<file path="config.mk">
export PLATFORM = sky130hd
export DESIGN_NAME = butterfly_sched
export DESIGN_NICKNAME = d
export VERILOG_FILES = /design/src/rtl/butterfly_sched_pkg.sv /design/src/rtl/butterfly_sched_delay_line.sv /design/src/rtl/butterfly_sched.sv
export SDC_FILE = /design/constraint.sdc
export NUM_CORES = 1
export LEC_CHECK = 0
export CAP_MARGIN = 20
export CORE_MARGIN = 3
export CORE_UTILIZATION = 55
export DETAILED_ROUTE_END_ITERATION = 8
export DONT_BUFFER_PORTS = 1
export PLACE_DENSITY = 0.7
export SLEW_MARGIN = 10
export SYNTH_ARGS = -nofsm -noshare
export SYNTH_HDL_FRONTEND = slang
export SYNTH_SLANG_ARGS = --single-unit
</file>
<file path="constraint.sdc">
create_clock -name clk -period 2.6 [get_ports clk]
set_input_delay 0.52 -clock clk [delete_from_list [all_inputs] [get_ports clk]]
set_output_delay 0.52 -clock clk [all_outputs]
set_load 0.03 [all_outputs]
</file>
<file path="src/rtl/butterfly_sched_pkg.sv">
// -----------------------------------------------------------------------------
// butterfly_sched_pkg
// Shared definitions for the butterfly scheduler: operation mode encodings,
// FSM state encoding, default datapath latencies, word/stage geometry and
// small helpers that derive per-mode properties.
// -----------------------------------------------------------------------------
package butterfly_sched_pkg;

    // Operation modes as seen on op_mode / bf_mode
    typedef enum logic [1:0] {
        MODE_NTT    = 2'd0,
        MODE_INTT   = 2'd1,
        MODE_MULT   = 2'd2,
        MODE_ADDSUB = 2'd3
    } mode_e;

    // Scheduler FSM states
    typedef enum logic [1:0] {
        ST_IDLE  = 2'd0,
        ST_READ  = 2'd1,
        ST_DRAIN = 2'd2,
        ST_FIN   = 2'd3
    } state_e;

    // Default datapath latencies (in_data -> out_data) and polynomial geometry
    localparam int LAT_NTT_DEF    = 7;
    localparam int LAT_MULT_DEF   = 11;
    localparam int LAT_ADDSUB_DEF = 3;
    localparam int WORDS_DEF      = 32;
    localparam int ADDR_W         = 5;
    localparam int STAGE_W        = 3;

    // Index of the final stage: transforms run 7 stages, element-wise ops one pass
    localparam logic [STAGE_W-1:0] NTT_LAST_STAGE  = 3'd6;
    localparam logic [STAGE_W-1:0] PASS_LAST_STAGE = 3'd0;

    // Twiddle ROM page used by the element-wise modes
    localparam logic [STAGE_W-1:0] PAIR_COEF_PAGE = 3'd7;

    // Element-wise modes read an A word and a B word per address
    function automatic logic is_pair(input logic [1:0] mode);
        return mode[1];
    endfunction

    // Last stage index for a given mode
    function automatic logic [STAGE_W-1:0] last_stage(input logic [1:0] mode);
        logic [STAGE_W-1:0] ls;
        case (mode)
            MODE_NTT, MODE_INTT: ls = NTT_LAST_STAGE;
            MODE_MULT, MODE_ADDSUB: ls = PASS_LAST_STAGE;
            default: ls = PASS_LAST_STAGE;
        endcase
        return ls;
    endfunction

endpackage

</file>
<file path="src/rtl/butterfly_sched_delay_line.sv">
// -----------------------------------------------------------------------------
// sched_delay_line
// Fixed-depth shift register carrying a {valid, addr} pair. Used to turn a
// read strobe/address into the matching write strobe/address once the data
// has travelled through the butterfly datapath.
// Ports:
//   clk, rst_n   clock, synchronous active-low reset
//   in_valid     strobe entering the line
//   in_addr      word address travelling with the strobe
//   out_valid    in_valid delayed by DEPTH cycles
//   out_addr     in_addr delayed by DEPTH cycles
// -----------------------------------------------------------------------------
module sched_delay_line #(
    parameter int DEPTH = 7,
    parameter int W     = 5
) (
    input  logic         clk,
    input  logic         rst_n,
    input  logic         in_valid,
    input  logic [W-1:0] in_addr,
    output logic         out_valid,
    output logic [W-1:0] out_addr
);

    logic [DEPTH-1:0]        valid_r;
    logic [DEPTH-1:0][W-1:0] addr_r;

    // Shift the {valid, addr} pair one slot per cycle; reset flushes in-flight writes
    always_ff @(posedge clk) begin
        if (!rst_n) begin
            valid_r <= {DEPTH{1'b0}};
            addr_r  <= {(DEPTH*W){1'b0}};
        end else begin
            valid_r[0] <= in_valid;
            addr_r[0]  <= in_addr;
            for (int i = 1; i < DEPTH; i++) begin
                valid_r[i] <= valid_r[i-1];
                addr_r[i]  <= addr_r[i-1];
            end
        end
    end

    assign out_valid = valid_r[DEPTH-1];
    assign out_addr  = addr_r[DEPTH-1];

endmodule

</file>
<file path="src/rtl/butterfly_sched.sv">
// -----------------------------------------------------------------------------
// butterfly_sched
// Sequencer for the 4-BU butterfly datapath. Walks one 256-coefficient
// polynomial (32 x 96-bit words) through NTT/INTT (7 stages) or MULT/ADDSUB
// (single pass), driving RAM read/write addresses, twiddle ROM address and
// per-word datapath controls, draining the pipeline between stages.
// Optional build macro: BUTTERFLY_SCHED_PERF_EN adds cycle_cnt[15:0].
// Ports:
//   clk, rst_n         clock, synchronous active-low reset
//   start              begin operation (ignored while busy)
//   op_mode, op_sub    operation select / subtract flag, latched at start
//   busy, done         operation in progress / one-cycle completion pulse
//   rd_en, rd_addr,    RAM read strobe, word address, bank select
//   rd_sel
//   wr_en, wr_addr     write strobe/address for datapath out_data
//   bf_mode            latched mode to the datapath
//   bf_stage, bf_type  stage / type controls aligned with in_data
//   bf_pre_load,       A pre-buffer and A/B buffer loads (element-wise modes)
//   bf_load
//   coef_addr          twiddle ROM address aligned with in_data
//   cycle_cnt          (perf build) cycles from start accept to done
// -----------------------------------------------------------------------------
module butterfly_sched
    import butterfly_sched_pkg::*;
#(
    parameter int LAT_NTT    = LAT_NTT_DEF,
    parameter int LAT_MULT   = LAT_MULT_DEF,
    parameter int LAT_ADDSUB = LAT_ADDSUB_DEF,
    parameter int WORDS      = WORDS_DEF
) (
    input  logic        clk,
    input  logic        rst_n,
    input  logic        start,
    input  logic [1:0]  op_mode,
    input  logic        op_sub,
    output logic        busy,
    output logic        done,
    output logic        rd_en,
    output logic [4:0]  rd_addr,
    output logic        rd_sel,
    output logic        wr_en,
    output logic [4:0]  wr_addr,
    output logic [1:0]  bf_mode,
    output logic [2:0]  bf_stage,
    output logic        bf_type,
    output logic        bf_pre_load,
    output logic        bf_load,
    output logic [7:0]  coef_addr
`ifdef BUTTERFLY_SCHED_PERF_EN
    ,
    output logic [15:0] cycle_cnt
`endif
);

    localparam logic [ADDR_W-1:0] LAST_WORD = ADDR_W'(WORDS - 1);

    state_e              state_r;
    logic [STAGE_W-1:0]  stage_r;
    logic                sub_r;

    logic                pair_s;
    logic                wr_in_valid_s;
    logic                dl_ntt_valid_s, dl_mult_valid_s, dl_as_valid_s;
    logic [ADDR_W-1:0]   dl_ntt_addr_s, dl_mult_addr_s, dl_as_addr_s;
    logic                dl_valid_s;
    logic [ADDR_W-1:0]   dl_addr_s;

    assign pair_s = is_pair(bf_mode);

    // Only the B read of an A/B pair produces a result word
    assign wr_in_valid_s = rd_en & (~pair_s | rd_sel);

    // Scheduler FSM with registered read-side and aligned datapath controls
    always_ff @(posedge clk) begin
        if (!rst_n) begin
            state_r     <= ST_IDLE;
            stage_r     <= 3'd0;
            sub_r       <= 1'b0;
            busy        <= 1'b0;
            done        <= 1'b0;
            rd_en       <= 1'b0;
            rd_addr     <= 5'd0;
            rd_sel      <= 1'b0;
            bf_mode     <= 2'd0;
            bf_stage    <= 3'd0;
            bf_type     <= 1'b0;
            bf_pre_load <= 1'b0;
            bf_load     <= 1'b0;
            coef_addr   <= 8'd0;
        end else begin
            // Controls describing the word now being read, seen with its data next cycle
            if (rd_en) begin
                if (pair_s) begin
                    bf_stage    <= (bf_mode == MODE_MULT) ? rd_addr[2:0] : {2'b00, rd_addr[0]};
                    bf_type     <= sub_r;
                    coef_addr   <= {PAIR_COEF_PAGE, rd_addr};
                    bf_pre_load <= ~rd_sel;
                    bf_load     <= rd_sel;
                end else begin
                    bf_stage    <= stage_r;
                    bf_type     <= 1'b0;
                    coef_addr   <= {stage_r, rd_addr};
                    bf_pre_load <= 1'b0;
                    bf_load     <= 1'b0;
                end
            end else begin
                bf_stage    <= 3'd0;
                bf_type     <= 1'b0;
                coef_addr   <= 8'd0;
                bf_pre_load <= 1'b0;
                bf_load     <= 1'b0;
            end

            done <= 1'b0;

            case (state_r)
                ST_IDLE: begin
                    if (start) begin
                        bf_mode <= op_mode;
                        sub_r   <= op_sub;
                        busy    <= 1'b1;
                        stage_r <= 3'd0;
                        rd_en   <= 1'b1;
                        rd_addr <= 5'd0;
                        rd_sel  <= 1'b0;
                        state_r <= ST_READ;
                    end
                end
                ST_READ: begin
                    if (pair_s && !rd_sel) begin
                        // A read done, B read of the same word follows
                        rd_sel <= 1'b1;
                    end else if (rd_addr == LAST_WORD) begin
                        rd_en   <= 1'b0;
                        rd_sel  <= 1'b0;
                        rd_addr <= 5'd0;
                        state_r <= ST_DRAIN;
                    end else begin
                        rd_addr <= rd_addr + 5'd1;
                        rd_sel  <= 1'b0;
                    end
                end
                ST_DRAIN: begin
                    // Stage ends with its last write; next reads only after it (RAW safe)
                    if (wr_en && (wr_addr == LAST_WORD)) begin
                        if (stage_r == last_stage(bf_mode)) begin
                            busy    <= 1'b0;
                            done    <= 1'b1;
                            stage_r <= 3'd0;
                            state_r <= ST_FIN;
                        end else begin
                            stage_r <= stage_r + 3'd1;
                            rd_en   <= 1'b1;
                            rd_addr <= 5'd0;
                            state_r <= ST_READ;
                        end
                    end
                end
                ST_FIN: begin
                    state_r <= ST_IDLE;
                end
                default: begin
                    state_r <= ST_IDLE;
                end
            endcase
        end
    end

    // One delay line per datapath latency; the extra register below supplies the +1
    sched_delay_line #(.DEPTH(LAT_NTT), .W(ADDR_W)) u_dl_ntt (
        .clk       (clk),
        .rst_n     (rst_n),
        .in_valid  (wr_in_valid_s),
        .in_addr   (rd_addr),
        .out_valid (dl_ntt_valid_s),
        .out_addr  (dl_ntt_addr_s)
    );

    sched_delay_line #(.DEPTH(LAT_MULT), .W(ADDR_W)) u_dl_mult (
        .clk       (clk),
        .rst_n     (rst_n),
        .in_valid  (wr_in_valid_s),
        .in_addr   (rd_addr),
        .out_valid (dl_mult_valid_s),
        .out_addr  (dl_mult_addr_s)
    );

    sched_delay_line #(.DEPTH(LAT_ADDSUB), .W(ADDR_W)) u_dl_addsub (
        .clk       (clk),
        .rst_n     (rst_n),
        .in_valid  (wr_in_valid_s),
        .in_addr   (rd_addr),
        .out_valid (dl_as_valid_s),
        .out_addr  (dl_as_addr_s)
    );

    // Pick the delay line matching the latched mode
    always_comb begin
        dl_valid_s = 1'b0;
        dl_addr_s  = 5'd0;
        case (bf_mode)
            MODE_NTT, MODE_INTT: begin
                dl_valid_s = dl_ntt_valid_s;
                dl_addr_s  = dl_ntt_addr_s;
            end
            MODE_MULT: begin
                dl_valid_s = dl_mult_valid_s;
                dl_addr_s  = dl_mult_addr_s;
            end
            MODE_ADDSUB: begin
                dl_valid_s = dl_as_valid_s;
                dl_addr_s  = dl_as_addr_s;
            end
            default: begin
                dl_valid_s = 1'b0;
                dl_addr_s  = 5'd0;
            end
        endcase
    end

    // Registered write strobe/address
    always_ff @(posedge clk) begin
        if (!rst_n) begin
            wr_en   <= 1'b0;
            wr_addr <= 5'd0;
        end else begin
            wr_en   <= dl_valid_s;
            wr_addr <= dl_addr_s;
        end
    end

`ifdef BUTTERFLY_SCHED_PERF_EN
    // Operation length counter: 1 on the first busy cycle, held after done
    always_ff @(posedge clk) begin
        if (!rst_n) begin
            cycle_cnt <= 16'd0;
        end else if ((state_r == ST_IDLE) && start) begin
            cycle_cnt <= 16'd1;
        end else if (busy) begin
            cycle_cnt <= cycle_cnt + 16'd1;
        end else begin
            cycle_cnt <= cycle_cnt;
        end
    end
`endif

endmodule

</file>
==> results.py <==
metrics = {
    "drt": {
        "num_vias": 2000,
        "routed_wl_mm": 5.50,
        "post_drt_wl_per_cell_um": 14.4,
        "ant_nets": 0,
        "dr.first_iter.drc_count": 121,
        "first_pass_iters": 4,
        "drc": 0,
        "post_drt_via_cell_ratio": 5.24,
    },
    "clock_network": {
        "clockBufferDepth": 2,
        "hold_buffers": 0,
        "cts_tree": "done",
        "clock_latency_ns": 0.35,
        "cts_resized": 0,
        "htreeDepth": 3,
        "clock_sinks": 103,
        "cts_buffers": 9,
        "cts_root_buffer": "clkbuf_8",
        "post-cts-setup-buffers": 0,
        "cts.clk_slew.worst_paths_ns": 0.10,
    },
    "worst_hold_path": {
        "hp-class": "primary input to flop",
    },
    "yosys": {
        "netlist.area_leader.share_pct": 61.6,
        "synth-seq-cells": 103,
        "synth.area.top_cells": "dfxtp_1 (62%), and2_1 (12%), mux2i_1 (2.7%)",
        "muxShareOfSynthArea_pct": 3.59,
        "ys_seq_area_share_pct": 61.6,
        "synthAdderAreaFrac_pct": 1.12,
        "ys_types": 44,
        "synth_compound_area_share_pct": 7.06,
        "synth_most_common_cell": "dfxtp_1",
        "yosysWarnings": 0,
        "syn_inst": 306,
        "synth_top_family_by_area": "simple AND/OR/NAND/NOR gates",
        "synth-xor-area-share_pct": 0,
        "syn_area_sq_um": 3350,
        "synth_edf_count": 0,
        "avgSynthCellArea_sq_um": 10.9,
        "ys.flop_type": "dfxtp_1",
        "yosys.area.top_type": "dfxtp_1",
        "synth_nets": 315,
        "synth_commonest_cells": "dfxtp_1 (103), and2_1 (64), nor2_1 (22)",
        "async_flop_share_pct": 0,
        "yosys.area_share.simple_pct": 24.4,
    },
    "pwr": {
        "swShare_pct": 21.3,
        "combPwrFrac_pct": 3.0,
        "internal_power_mw": 2.28,
        "cellPowerDensity_nw_per_um2": 795,
        "ir_worst_vdd_v": 0.000542,
        "seq_power_share_pct": 56.7,
        "power.leakage_nw": 1.46,
        "p_sw_mw": 0.616,
        "clkPwrFrac_pct": 40.3,
    },
    "critical_path": {
        "crit_path_start_kind": "flop",
        "path_class": "flop to flop",
        "critPathMaxFanout": 7,
        "cp_top_family": "adder cells",
        "cpPeakStageDelay_ns": 0.48,
        "cp_num_buf_inv": 0,
        "crit_arrival_ns": 2.16,
        "end_kind": "flop",
        "cp_common_cell": "ha_1",
        "crit_path_cell_trace": "ha_1, and3_1, ha_1, nor2b_1, a31oi_1, a311oi_2",
        "crit_slowest_cell": "dfxtp_1",
        "required_ns": 2.87,
    },
    "global_routing": {
        "grt_usage_pct": 16.7,
        "grt_antenna_before_repair": 0,
        "grt_pass1_wl_mm": 9.13,
        "grt_max_degree": 83,
        "grt_overflow": 0,
        "first_global_vias": 1843,
    },
    "timing": {
        "relSlewSlack_pct": 45.9,
        "finalHoldViolations": 0,
        "tns_ns": 0,
        "holdWs_ns": 0.286,
        "period_share_pct": 72.8,
        "tightest_slew_ns": 0.810,
        "slew_viol_final": 0,
        "min_period_ns": 1.89,
        "rsz0062_at_grt": "false",
        "skew_ns": 0.00798,
        "timing.fmax_mhz": 528,
        "setup_violations": 0,
        "finalWorstSetupSlack_ns": 0.708,
    },
    "finish": {
        "drive_above_1_share_pct": 8.71,
        "fin_nets": 314,
        "final_cells": 382,
        "antenna_cells": 0,
        "synthToLayoutAreaGrowth_pct": 8.85,
    },
    "floorplan": {
        "die_area_sq_um": 7060,
        "chipHeight_um": 84.0,
        "core_region_area_sq_um": 5710,
        "die_width_um": 84.0,
        "io_pins": 37,
        "start_util_pct": 58.7,
        "num_rows": 27,
    },
    "place": {
        "pre_cts_slack_ns": 0.749,
        "dpl.cell_count": 366,
        "numPortBuffers": 0,
        "dp_hpwl_mm": 3.60,
        "gp_congestion": 0.845,
    },
    "status": {
        "run_status": "finished clean",
    },
    "job": {
        "cap_violations": 0,
    },
}
-- placed cells by master, fill, tap and decap left out, types with 6 or more instances in the layout --
| cell type | Yosys | routed |
|---|---|---|
| nor2_1 | 22 | 22 |
| nand2_1 | 9 | 9 |
| nand3_1 | 6 | 6 |
| and3_1 | 10 | 10 |
| a21oi_1 | 7 | 7 |
| a211oi_1 | 6 | 6 |
| dfxtp_1 | 103 | 103 |
| nor2b_1 | 9 | 9 |
| and2_1 | 64 | 64 |
| clkbuf_8 | 0 | 9 |
| mux2i_1 | 9 | 9 |
-- power by group through the flow --
stage	sequential [mW]	clock, mW	combinational, mW
global placement	1.68	0	0.0854
floorplan	1.67	0	0.0860
detailed placement	1.68	0	0.0855
CTS	1.64	1.20	0.0860
finish	1.64	1.17	0.0859
global route	1.65	1.26	0.0959
-- layer usage --
| layer | track usage (%) | wire [um] | up-vias |
|---|---|---|---|
| met4 | 7.46 | 73 | 0 |
| met2 | 24.5 | 2310 | 55 |
| met1 | 20.5 | 2610 | 920 |
| li1 | - | - | 1018 |
| met3 | 8.49 | 515 | 7 |
| met5 | 0 | 0 | - |
-- per-stage QoR --
| stage | total power [mW] | util [%] | area (sq um) |
|---|---|---|---|
| after floorplan | 1.75 | - | 3350 |
| after global placement | 1.77 | 59.6 | 3400 |
| after detailed placement | 1.77 | 59.6 | 3400 |
| after CTS | 2.93 | 63.9 | 3650 |
| after global routing | 3.00 | 63.9 | 3650 |
| final | 2.90 | 63.9 | 3650 |
-- cell families (layout without fill, tap and decap cells) --
family / count (synthesis) / count (layout)
DFF: 103 / 103
and+or+nand+nor: 138 / 138
adders and majority gates: 3 / 3
muxes: 11 / 11
buffers and inverters: 19 / 23
AOI/OAI and AO/OA: 32 / 32
-- registers in the layout, indices dropped and copies added, names as in the netlist --
register            flops
bf_load                 1
bf_mode                 2
bf_pre_load             1
bf_stage                3
bf_type                 1
busy                    1
coef_addr               8
done                    1
rd_addr                 5
rd_en                   1
rd_sel                  1
stage_r                 3
state_r                 2
sub_r                   1
u_dl_mult.addr_r       40
u_dl_mult.out_addr      5
u_dl_mult.valid_r      11
u_dl_ntt.addr_r        10
wr_addr                 5
wr_en                   1
-- layout make-up --
cell class,instances,area [sq um]
clock buffers,10,128
clock inverters,6,118
fillers,457,2060
inverters,4,15.0
multi-input cells,184,1210
flip-flops and latches,103,2060
well taps,72,90.1
repair buffers,3,22.5
-- path summary, 6_finish.rpt --
kind | from | endpoint | slack [ns] | depth (start not counted)
max reg2reg | rd_addr[0]$_SDFFE_PN0P_ | rd_addr[2]$_SDFFE_PN0P_ | 0.71 | 6
min | rst_n | u_dl_mult.addr_r[29]$_SDFF_PN0_ | 0.29 | 1
max | rd_addr[0]$_SDFFE_PN0P_ | rd_addr[2]$_SDFFE_PN0P_ | 0.71 | 6
min reg2reg | u_dl_mult.addr_r[9]$_SDFF_PN0_ | u_dl_mult.addr_r[14]$_SDFF_PN0_ | 0.44 | 1
Power figures use the tool's default switching activity.
